===== config.mk =====
export PLATFORM = sky130hd
export DESIGN_NAME = posit_mult_arbiter
export DESIGN_NICKNAME = d
export VERILOG_FILES = /design/src/rtl/posit_mult_arbiter.sv
export SDC_FILE = /design/constraint.sdc
export NUM_CORES = 1
export LEC_CHECK = 0
export ABC_AREA = 1
export CAP_MARGIN = 0
export CORE_UTILIZATION = 25
export CTS_BUF_LIST = sky130_fd_sc_hd__clkbuf_4
export DETAILED_ROUTE_END_ITERATION = 8
export PLACE_DENSITY = 0.5
export SLEW_MARGIN = 25
export SYNTH_ARGS = -nofsm -noshare
export SYNTH_HDL_FRONTEND = slang
export SYNTH_SLANG_ARGS = --single-unit
export TNS_END_PERCENT = 30

===== constraint.sdc =====
create_clock -name clk -period 2.8 [get_ports clk]
set_clock_uncertainty 0.1 [all_clocks]
set_input_delay 0.56 -clock clk [delete_from_list [all_inputs] [get_ports clk]]
set_output_delay 0.56 -clock clk [all_outputs]
set_load 0.05 [all_outputs]

===== src/rtl/posit_mult_arbiter.sv =====
// posit_mult_arbiter: several requesters share one posit multiplier.
// Requests are granted round-robin, one issue per cycle. Each operation
// carries a requester tag through a shift pipeline that matches the
// multiplier latency, so the result lands in the right requester's FIFO.
// A requester is granted only while it holds a credit, and it holds one
// credit per free slot in its FIFO, so the FIFOs cannot overflow.
module posit_mult_arbiter #(
  parameter int NREQ         = 4,
  parameter int MULT_LATENCY = 0,
  parameter int RES_DEPTH    = 2,
  parameter int NBITS        = 32
) (
  input  logic                  clk,
  input  logic                  reset_n,
  input  logic [NREQ-1:0]       req_valid,
  output logic [NREQ-1:0]       req_ready,
  input  logic [NREQ*NBITS-1:0] req_in1,
  input  logic [NREQ*NBITS-1:0] req_in2,
  output logic [NREQ-1:0]       res_valid,
  input  logic [NREQ-1:0]       res_ready,
  output logic [NREQ*NBITS-1:0] res_data,
  output logic [NREQ-1:0]       res_inf,
  output logic [NREQ-1:0]       res_zero,
  output logic                  mult_start,
  output logic [NBITS-1:0]      mult_in1,
  output logic [NBITS-1:0]      mult_in2,
  input  logic [NBITS-1:0]      mult_result,
  input  logic                  mult_inf,
  input  logic                  mult_zero,
  input  logic                  mult_done,
  output logic                  busy,
  output logic                  err_done
);
  localparam int IW = $clog2(NREQ);
  localparam int CW = $clog2(RES_DEPTH + 1);
  localparam int PW = (RES_DEPTH > 1) ? $clog2(RES_DEPTH) : 1;
  localparam int EW = NBITS + 2;

  logic [NREQ-1:0] elig, grant, push, drop, pop;
  logic [IW-1:0]   ptr, gnt_idx, cand, iss_tag, exp_tag;
  logic            found, iss_vld, exp_vld, pipe_any;

  function automatic logic [PW-1:0] ptr_inc(input logic [PW-1:0] p);
    return (p == PW'(RES_DEPTH - 1)) ? '0 : p + PW'(1);
  endfunction

  // Round-robin search upward from the slot after the last winner.
  always_comb begin
    grant   = '0;
    gnt_idx = ptr;
    cand    = '0;
    found   = 1'b0;
    for (int k = 1; k <= NREQ; k++) begin
      cand = IW'((int'(ptr) + k) % NREQ);
      if (!found && elig[cand]) begin
        found        = 1'b1;
        grant[cand]  = 1'b1;
        gnt_idx      = cand;
      end
    end
  end

  assign req_ready  = grant;
  assign mult_start = iss_vld;

  // Issue register, RR pointer and sticky protocol-error flag.
  always_ff @(posedge clk or negedge reset_n) begin
    if (!reset_n) begin
      ptr      <= IW'(NREQ - 1);
      iss_vld  <= 1'b0;
      iss_tag  <= '0;
      mult_in1 <= '0;
      mult_in2 <= '0;
      err_done <= 1'b0;
    end else begin
      iss_vld <= found;
      if (found) begin
        ptr      <= gnt_idx;
        iss_tag  <= gnt_idx;
        mult_in1 <= req_in1[int'(gnt_idx)*NBITS +: NBITS];
        mult_in2 <= req_in2[int'(gnt_idx)*NBITS +: NBITS];
      end
      // A done without an expected tag, or an expected tag without a done.
      if (mult_done != exp_vld) err_done <= 1'b1;
    end
  end

  // Tag pipeline: the last stage names the op whose result is due now.
  if (MULT_LATENCY == 0) begin : g_lat0
    assign exp_vld  = iss_vld;
    assign exp_tag  = iss_tag;
    assign pipe_any = 1'b0;
  end else begin : g_pipe
    logic [MULT_LATENCY-1:0]         vld_pipe;
    logic [MULT_LATENCY-1:0][IW-1:0] tag_pipe;

    // Shift {valid, tag} one stage per cycle behind the issue register.
    always_ff @(posedge clk or negedge reset_n) begin
      if (!reset_n) begin
        vld_pipe <= '0;
        tag_pipe <= '0;
      end else begin
        vld_pipe[0] <= iss_vld;
        tag_pipe[0] <= iss_tag;
        for (int s = 1; s < MULT_LATENCY; s++) begin
          vld_pipe[s] <= vld_pipe[s-1];
          tag_pipe[s] <= tag_pipe[s-1];
        end
      end
    end

    assign exp_vld  = vld_pipe[MULT_LATENCY-1];
    assign exp_tag  = tag_pipe[MULT_LATENCY-1];
    assign pipe_any = |vld_pipe;
  end

  assign busy = iss_vld | pipe_any | (|res_valid);

  for (genvar i = 0; i < NREQ; i++) begin : g_lane
    logic [CW-1:0]               credit, cnt;
    logic [PW-1:0]               rd_ptr, wr_ptr;
    logic [RES_DEPTH-1:0][EW-1:0] mem;
    logic [EW-1:0]               head;

    // Reset gates eligibility so req_ready stays low while held in reset.
    assign elig[i]      = reset_n & req_valid[i] & (credit != '0);
    assign push[i]      = mult_done & exp_vld & (exp_tag == IW'(i));
    assign drop[i]      = ~mult_done & exp_vld & (exp_tag == IW'(i));
    assign res_valid[i] = (cnt != '0);
    assign pop[i]       = res_valid[i] & res_ready[i];

    assign head                     = mem[rd_ptr];
    assign res_data[i*NBITS +: NBITS] = head[EW-1:2];
    assign res_inf[i]               = head[1];
    assign res_zero[i]              = head[0];

    // Credits + ops in flight + FIFO occupancy always sum to RES_DEPTH,
    // so this update never leaves 0..RES_DEPTH. A dropped (missed) result
    // hands its credit back since it never occupies a slot.
    always_ff @(posedge clk or negedge reset_n) begin
      if (!reset_n) credit <= CW'(RES_DEPTH);
      else          credit <= credit - CW'(grant[i]) + CW'(pop[i]) + CW'(drop[i]);
    end

    // FIFO pointers and occupancy.
    always_ff @(posedge clk or negedge reset_n) begin
      if (!reset_n) begin
        rd_ptr <= '0;
        wr_ptr <= '0;
        cnt    <= '0;
      end else begin
        if (push[i]) wr_ptr <= ptr_inc(wr_ptr);
        if (pop[i])  rd_ptr <= ptr_inc(rd_ptr);
        cnt <= cnt + CW'(push[i]) - CW'(pop[i]);
      end
    end

    // FIFO storage; contents are don't-care until cnt covers them.
    always_ff @(posedge clk) begin
      if (push[i]) mem[wr_ptr] <= {mult_result, mult_inf, mult_zero};
    end

    a_no_overflow: assert property (@(posedge clk) disable iff (!reset_n)
      !(push[i] && cnt == CW'(RES_DEPTH)));
    a_credit_range: assert property (@(posedge clk) disable iff (!reset_n)
      credit <= CW'(RES_DEPTH));
  end

endmodule


**Word level (Yosys, flattened, before mapping)**

Cells that the tools add are included.

- Flip-flop bits (word level): 366
- Input bits: 301

- $add $sub $neg: 32
- Magnitude comparators: 20
- Equality and inequality tests: 4
- Shifts and indexed selects: 2
- Mux-type cells: 56
- Bitwise operators: 27
- Reduce and logical (&&, ||, !) cells: 24

Operators with widths:

| operator | number |
|---|---|
| 34-bit 2-to-1 mux | 12 |
| 68-bit bitwise mux | 4 |
| 128-bit by 8-bit variable part select with 32-bit output | 2 |
| 34-bit demux with 1-bit select | 4 |
| 2-bit by 1-bit adder with 2-bit output | 12 |
| 1-bit bitwise AND | 22 |
| 1-bit 2-to-1 mux | 20 |
| 1-bit by 2-bit less-than comparator with 1-bit output, second input constant | 8 |
| 4-bit 2-to-1 mux | 4 |
| 2-bit nonzero test | 8 |
| 2-bit by 1-bit subtractor with 2-bit output | 8 |
| 2-bit by 3-bit less-than comparator with 1-bit output, second input constant | 4 |
| 4-bit OR | 3 |
| 1-bit logical AND | 11 |
| 1-bit adder, second input constant | 8 |
| 1-bit binary-select mux with 2-bit select | 4 |
| 1-bit demux with 2-bit select | 4 |
| 2-bit by 1-bit >= comparator with 1-bit output, second input constant | 4 |
| 2-bit 2-to-1 mux | 4 |
| 2-bit by 1-bit adder with 2-bit output, second input constant | 2 |
| 2-bit adder, second input constant | 2 |
| 2-bit == test, second input constant | 2 |
| 1-bit >= comparator, second input constant | 4 |
| 4-bit OR reduction | 1 |
| other kinds (6) | 8 |

**Depth between registers and ports, before layout**

Gate-level depths: netlist (run 1).

- Depth in word-level cells: 17
- Gate-level depth with buffers: 15

**Least setup slack after synthesis (run 1)**

No wires, ideal clock.

- Path kind: flip-flop to flip-flop
- From: reg ptr[0]
- To: reg g_lane[2].credit[1]
- Arrival time: 3488 ps
- Path slack: -863 ps
- Cell stages (with the launch flop): 16
- Path buffers: 0
- Clock period less this slack: 3663 ps
- Cell sequence: dfstp_2 > inv_2 > ha_1 > inv_1 > nand3_1 > nand2_2 > inv_1 > nand2_1 > o21ai_0 > a21oi_1 > o21ai_0 > ha_1 > inv_1 > fa_1 > xnor2_1 > xor2_1

- Longest elaborated chain between the ends: 16
- Elaborated cells on any way between the ends: 51

RTL lines:

| what | RTL line | source |
|---|---|---|
| start: declaration | 40 | `logic [IW-1:0] ptr, gnt_idx, cand, iss_tag, exp_tag;` |
| start signal: assignment | 69 | `ptr <= IW'(NREQ - 1);` |
| start signal: assignment | 78 | `ptr <= gnt_idx;` |
| branches (longest 12 deep; another with 2-bit by 3-bit less-than comparator with 1-bit output) | -- |  |
| 4-bit 2-to-1 mux (*) | 55 | `if (!found && elig[cand]) begin` |
| via req_ready[2] | 16 | `output logic [NREQ-1:0] req_ready,` |
| 2-bit by 1-bit subtractor with 2-bit output (*) | 142 | `else credit <= credit - CW'(grant[i]) + CW'(pop[i]) + CW'(drop[i]);` |
| 2-bit by 1-bit adder with 2-bit output (*) (2 in series) | 142 |  |
| end signal: assignment | 141 | `if (!reset_n) credit <= CW'(RES_DEPTH);` |
| end signal: assignment | 142 |  |
| end: declaration | 120 | `logic [CW-1:0] credit, cnt;` |

Mark *: on every way through the listed nets, which the timed path passes. The select of a mux whose other input is x is not followed.
A chain may end at the register's enable or synchronous reset.

**Worst setup path in the final report (run 1)**

- From: reg ptr[0]
- To: out req_ready[1]

- Longest elaborated chain between the ends: 13
- Elaborated cells on any way between the ends: 48

RTL lines:

| what | RTL line |
|---|---|
| branches (longest 12 deep; another with 2-bit by 3-bit less-than comparator with 1-bit output) | -- |
| 4-bit 2-to-1 mux (*) | 55 |
| end: declaration | 16 |

Mark *: on every way between the ends. The select of a mux whose other input is x is not followed.

==> metrics.cfg, run 1 <==
[setup_path]
end_kind=output pin
cp_max_fo=4
cpMaxStageDelayCell=dfstp_2
arrival_ns=2.74
max_stage_delay_ns=0.56
cp_top_family=flip-flops
critical_path_buf_inv_count=6
crit_required_ns=2.14
path_cells=inv_4 > ha_4 > inv_4 > nand3_4 > nand2_8 > inv_4 > buf_6 > nand2_2 > o21ai_2 > a21oi_4 > o21ai_4 > buf_6 > buf_12
crit_top_cell=inv_4
critPathKind=reg2out
crit_path_start_kind=flip-flop

[timing]
fmax_ghz=0.294
setup_tns_ns=-2.39
hold_violations=0
timing.final.max_slew_violations=0
fin_ws_ns=-0.602
setup-violations-final=6
max-slew-margin-rel_pct=50.8
period_share_pct=121
min_period_ns=3.40
worst_pin_slew_ns=0.738
rsz0062_at_grt=yes
hold_ws_ns=0.316

[place]
globalplace.congestion=0.914
io_buffers=511
dpl.cell_count=3036
dp_hpwl_mm=45.1

[clock_tree]
clkSinkCount=366
cts_buffers=100
ctsLongestPathBuffers=3
clk_pin_slew_worst_paths_ns=0.08
ctsRootBufferMaster=clkbuf_4
h-tree-depth=3
clk_latency_ns=0.81
cts_tree=built

[min_path]
hold_class=in2reg

[final_layout]
postLayoutCoreUtil_pct=38.3
area_delta_synth_final_pct=51.3
drive_above_1_share_pct=21.0
nNetsFinal=2616
fin_cells=3235

[synth]
ys_seq_area_share_pct=64.4
syn_avg_cell_area_um2=9.85
syn_area_um2=16400
ys_types=25
ys_warn_count=0
synth_cells=1660
syn_nets=1987
synth_seq_cells=366

[routing]
drt-total-wl_mm=62.5
ant_nets=0
vias=14400
dr.pass1.iters=5
drt-vias-per-instance=4.47
drt_iter0_markers=665
drcViolationCount=0
routedWlPerCell_um=19.3

[die]
placementRows=93
die_w_um=258
core_area_um2=64600
die_h_um=258
io_pins=512
start_util_pct=25.3
dieArea_um2=66400

[power]
vdd_drop_max_uv=728
pwr_density_cell_nw_per_um2=1390
leakage_nw=10.7

[grt]
grt.total_usage_pct=18.5
grt_overflow=0
grt_pass1_wl_mm=91.1
grt_max_degree=55
antenna_found_initial=11
grt_pass1_vias=14700

[outcome]
violations=negative setup slack
outcome=finished with violations

[job]
drv_cap=0

## worst paths after layout
check | cells past startpoint | slack, ns | startpoint | endpoint
worst max-delay path | 13 | -0.60 | ptr[0]$_DFFE_PN1P_ | req_ready[1]
worst min-delay path | 5 | 0.32 | req_in2[120] | mult_in2[24]$_DFFE_PN0P_
worst max register to register | 15 | -0.07 | ptr[0]$_DFFE_PN1P_ | g_lane[3].credit[1]$_DFF_PN1_
worst min register to register | 2 | 0.38 | mult_in1[14]$_DFFE_PN0P_ | mult_in1[14]$_DFFE_PN0P_
max in group asynchronous | 4 | 1.00 | reset_n | mult_in2[31]$_DFFE_PN0P_
min in group asynchronous | 3 | 0.38 | reset_n | mult_start$_DFF_PN0_
## sequential cells by signal (all words and copies together), names as in the netlist, 4 cells and up
name / flops
g_lane.cnt: 8
g_lane.credit: 8
g_lane.wr_ptr: 4
g_lane.mem: 272
mult_in1: 32
mult_in2: 32
g_lane.rd_ptr: 4
## synth_stat cells
| master | n | area share [%] |
|---|---|---|
| nand2_1 | 700 | 16 |
| nand3_1 | 337 | 10 |
| edfxtp_1 | 272 | 50 |
| dfrtp_1 | 88 | 13 |
| inv_1 | 56 | 1.3 |
| buf_2 | 50 | 1.5 |
| clkbuf_1 | 34 | 0.78 |
| ha_1 | 22 | 1.7 |
| xnor2_1 | 14 | 0.75 |
| nor2_1 | 12 | 0.28 |
| o21ai_0 | 12 | 0.37 |
| xor2_1 | 10 | 0.54 |
| buf_4 | 9 | 0.41 |
| nor3_1 | 9 | 0.28 |
| clkinv_1 | 6 | 0.14 |
| dfstp_2 | 6 | 0.96 |
| a21oi_1 | 5 | 0.15 |
| buf_1 | 4 | 0.092 |
| fa_1 | 4 | 0.49 |
| nand2_2 | 3 | 0.11 |
| nand3_2 | 3 | 0.18 |
| buf_6 | 1 | 0.069 |
| inv_2 | 1 | 0.023 |
| nand3b_1 | 1 | 0.046 |
| nand4_1 | 1 | 0.038 |
## report_power, final
group	internal (mW)	switching [mW]
logic	7.22	14.6
registers	7.18	0.572
clock network	2.48	2.36
total	16.9	17.5
## layout make-up
cell class | instances | area, um^2
diodes | 10 | 25.0
clock buffers | 151 | 1130
clock inverters | 32 | 161
fillers | 6486 | 39800
inverters | 63 | 248
multi-input cells | 1133 | 5520
flip-flops and latches | 366 | 10500
well taps | 855 | 1070
repair buffers | 625 | 6050
## cells in the final DEF (no fill, tap or decap), types with 5 or more instances in the layout
master             n
inv_1             45
dfstp_2            6
buf_6             14
dfrtp_1           87
nand3_4            6
clkdlybuf4s50_1  323
nand3_2            6
nor2_4             8
dlygate4sd2_1     38
ha_1              18
clkbuf_4         151
clkinv_1          25
diode_2           10
buf_4            211
xor2_1            10
buf_12            34
nor3_1             8
nand2_1          694
nand2_2            5
clkinv_2           6
nand3_1          328
xnor2_1           10
edfxtp_1         272
inv_2              9
## repair_timing
item / 4_1_cts / 5_1_grt
endpoints found under the hold margin: 40 / 0
pin swaps: 7 / 7
hold buffers: 1 / 0
gates resized for setup: 60 / 39
setup buffers: 3 / 2
setup endpoints to repair: 118 / 28
## per-stage QoR
step | total power, mW | area, um^2 | setup slack [ns]
2_1_floorplan | 20.9 | 16500 | -0.476
6_report | 34.4 | 24700 | -0.602
3_5_place_dp | 29.5 | 23200 | -0.484
5_1_grt | 36.7 | 24700 | -0.751
4_1_cts | 34.5 | 24500 | -0.736
3_3_place_gp | 29.4 | 23200 | -0.486
## cells by family after synthesis
logic type | share of synthesized area (%)
AOI/OAI and AO/OA | 0.520
xor gates and xnor gates | 1.29
adders and majority gates | 2.17
buffers and inverters | 4.33
DFF | 64.4
and+or+nand+nor | 27.3
## worst min-delay path: cells and delay by family
| family | cells | cell delay [ns] |
|---|---|---|
| buffers and inverters | 1 | 0.40 |
| AND/OR/NAND/NOR | 4 | 0.26 |
## routing by layer
metal / track usage [%] / vias up / part of all wire, %
met5: 0 / - / 0.064
met4: 8.86 / 6 / 3.4
met3: 5.86 / 98 / 7.8
met2: 32.0 / 547 / 51
met1: 20.5 / 6921 / 38
li1: - / 6874 / -
Note: power is estimated with default switching activity, not from simulation.
==> run 2: changes to the inputs <==
- PLACE_DENSITY: 0.5 -> unset
==> run 2 against run 1 <==
Net effect:
- the run still ends with negative setup slack left
- critical path depth is 1 lower
- register-to-register slack worse by 0.09 ns
- combinational power is 3% lower
- non-clock buffer count is 17 lower
- sequential power hardly changed
- clock power is 5.6% lower
- sequential cell count stayed put
- first-iteration DRC count is 1.7% higher
- maximum frequency is 2.1% higher
- critical path type unchanged
- highest routed layer unchanged
==> metrics.cfg, run 2 (synthesized netlist as in run 1, its figures left out) <==
[clock_tree]
ctsLongestPathBuffers=3  ; unchanged
clk_pin_slew_worst_paths_ns=0.06  ; was 0.08 ns
h-tree-depth=3  ; unchanged
clk_latency_ns=0.82  ; was 0.81 ns
cts_tree=built  ; unchanged
cts_buffers=98  ; was 100
clkSinkCount=366  ; unchanged
ctsRootBufferMaster=clkbuf_4  ; unchanged

[final_layout]
area_delta_synth_final_pct=49.7  ; was 51.3%
final_common_cell=nand2_1  ; unchanged
drive_above_1_share_pct=19.8  ; was 21.0%
nNetsFinal=2597  ; was 2616
fin_cells=3203  ; was 3235
largest_register_ffs=272  ; unchanged
reg.largest.list=g_lane.mem x272, mult_in1 x32, mult_in2 x32  ; unchanged
final_area_um2=24500  ; was 24700 um^2
layout_common_cells=688 x nand2_1, 344 x clkdlybuf4s50_1, 328 x nand3_1  ; was 694 x nand2_1, 328 x nand3_1, 323 x clkdlybuf4s50_1
regMostFlops=g_lane.mem  ; unchanged
postLayoutCoreUtil_pct=37.9  ; was 38.3%

[place]
dpl-instance-area_um2=22900  ; was 23200 um^2
dp_hpwl_mm=40.0  ; was 45.1 mm
io_buffers=511  ; unchanged
dpl.cell_count=3013  ; was 3036
globalplace.congestion=0.952  ; was 0.914
place_ws_ns=-0.520  ; was -0.484 ns

[routing]
drt-total-wl_mm=56.8  ; was 62.5 mm
ant_nets=0  ; unchanged
drcViolationCount=0  ; unchanged
vias=14500  ; was 14400
dr.pass1.iters=5  ; unchanged
routedWlPerCell_um=17.7  ; was 19.3 um
drt_iter0_markers=676  ; was 665
drt-vias-per-instance=4.51  ; was 4.47

[setup_path]
path_cells=inv_1 > nand2_1 > nand3_1 > nand3_4 > nand2_8 > nand2_4 > buf_6 > o21ai_2 > a21oi_4 > o21ai_4 > buf_4 > buf_12  ; was inv_4 > ha_4 > inv_4 > nand3_4 > nand2_8 > inv_4 > buf_6 > nand2_2 > o21ai_2 > a21oi_4 > o21ai_4 > buf_6 > buf_12
rr_startpoint=g_lane[2].credit[1]$_DFF_PN1_  ; was ptr[0]$_DFFE_PN1P_
crit_path_start_kind=flip-flop  ; unchanged
critical_path_buf_inv_count=4  ; was 6
max_stage_delay_ns=0.51  ; was 0.56 ns
rr_worst_depth=16  ; was 15
cp_max_fo=4  ; unchanged
cp_top_family=simple AND/OR/NAND/NOR gates  ; was flip-flops
cpMaxStageDelayCell=dfstp_2  ; unchanged
crit_required_ns=2.14  ; about the same
arrival_ns=2.67  ; was 2.74 ns
reg2reg_setup_slack_ns=-0.16  ; was -0.07 ns
critPathKind=reg2out  ; unchanged
end_kind=output pin  ; unchanged
r2r_end=g_lane[3].credit[1]$_DFF_PN1_  ; unchanged

[timing]
rsz0062_at_grt=yes  ; unchanged
setup-violations-final=8  ; was 6
hold_ws_ns=0.179  ; was 0.316 ns
max-slew-margin-rel_pct=42.9  ; was 50.8%
hold_violations=0  ; unchanged
min_period_ns=3.33  ; was 3.40 ns
fin_ws_ns=-0.533  ; was -0.602 ns
fmax_ghz=0.300  ; was 0.294 GHz
worst_pin_slew_ns=0.857  ; was 0.738 ns
timing.final.max_slew_violations=0  ; unchanged
setup_tns_ns=-2.39  ; about the same
period_share_pct=119  ; was 121%

[grt]
grt_pass1_vias=14800  ; was 14700
grt_pass1_wl_mm=85.0  ; was 91.1 mm
grt.total_usage_pct=16.8  ; was 18.5%
antenna_found_initial=9  ; was 11
grt_overflow=0  ; unchanged
grt_max_degree=64  ; was 55

[power]
pwr_density_cell_nw_per_um2=1370  ; was 1390 nW/um^2
leakage_nw=10.5  ; was 10.7 nW
power_mw=33.4  ; was 34.4 mW
vdd_drop_max_uv=824  ; was 728 uV

[die]
die_w_um=258  ; unchanged
start_util_pct=25.3  ; unchanged
dieArea_um2=66400  ; unchanged
core_area_um2=64600  ; unchanged
placementRows=93  ; unchanged
io_pins=512  ; unchanged
die_h_um=258  ; unchanged

[outcome]
outcome=finished with violations  ; unchanged
violations=negative setup slack  ; unchanged

[job]
drv_cap=0  ; unchanged

[min_path]
hold_class=in2async  ; was in2reg

[run 2: changes by cell type in the layout (fill, tap and decap cells not counted), moves of 4 or more]
cell,change
buf_12,-5
clkdlybuf4s50_1,+21
dlygate4sd2_1,-20
nand2_1,-6
nand2_2,+5
diode_2,-4
clkinv_1,+8
buf_6,+5
buf_4,-17
clkbuf_4,-16
[run 2: area by class of cell]
| class | instances | area, um^2 |
|---|---|---|
| Clock buffer | 135 | 1010 |
| Tap cell | 855 | 1070 |
| Antenna cell | 6 | 15.0 |
| Inverter | 63 | 245 |
| Sequential cell | 366 | 10500 |
| Fill cell | 6306 | 40100 |
| Multi-Input combinational cell | 1133 | 5520 |
| Timing Repair Buffer | 608 | 5900 |
| Clock inverter | 37 | 193 |
[run 2: worst max-delay path by stage]
stage	from	endpoint	slack [ns]	cells past startpoint
after global routing	ptr[0]$_DFFE_PN1P_	req_ready[0]	-0.73	13
after CTS	ptr[0]$_DFFE_PN1P_	req_ready[1]	-0.67	13
final	g_lane[2].credit[1]$_DFF_PN1_	req_ready[3]	-0.53	12
after floorplan	mult_start$_DFF_PN0_	g_lane[2].mem[0]$_DFFE_PP_	-0.48	5
after global placement	req_valid[0]	g_lane[2].credit[1]$_DFF_PN1_	-0.43	16
after detailed placement	req_valid[0]	g_lane[3].credit[1]$_DFF_PN1_	-0.52	17
[run 2: what timing repair did]
action	4_1_cts	5_1_grt
gates resized for setup	54	31
endpoints found under the hold margin	31	0
endpoints found under the setup margin	90	27
setup buffers	5	6
pin swaps	10	12
hold buffers	1	0
gates cloned	0	0
[run 2: tightest hold or removal path, cell delays in order]
cell and delay, ns:
buf_4 0.10, dlygate4sd3_1 0.56, buf_4 0.22
[run 2: report_power, final]
part           leakage [nW]  switching [mW]  internal (mW)
combinational          6.18            14.2           6.92
clock                 0.714            2.24           2.33
sequential             3.57           0.594           7.18
[run 2: layer usage]
metal	vias up	GRT usage (%)	wire [um]
li1	6827	-	-
met1	6830	18.4	21300
met2	670	29.9	28600
met3	127	4.95	4650
met4	4	7.50	2210
met5	-	0	29
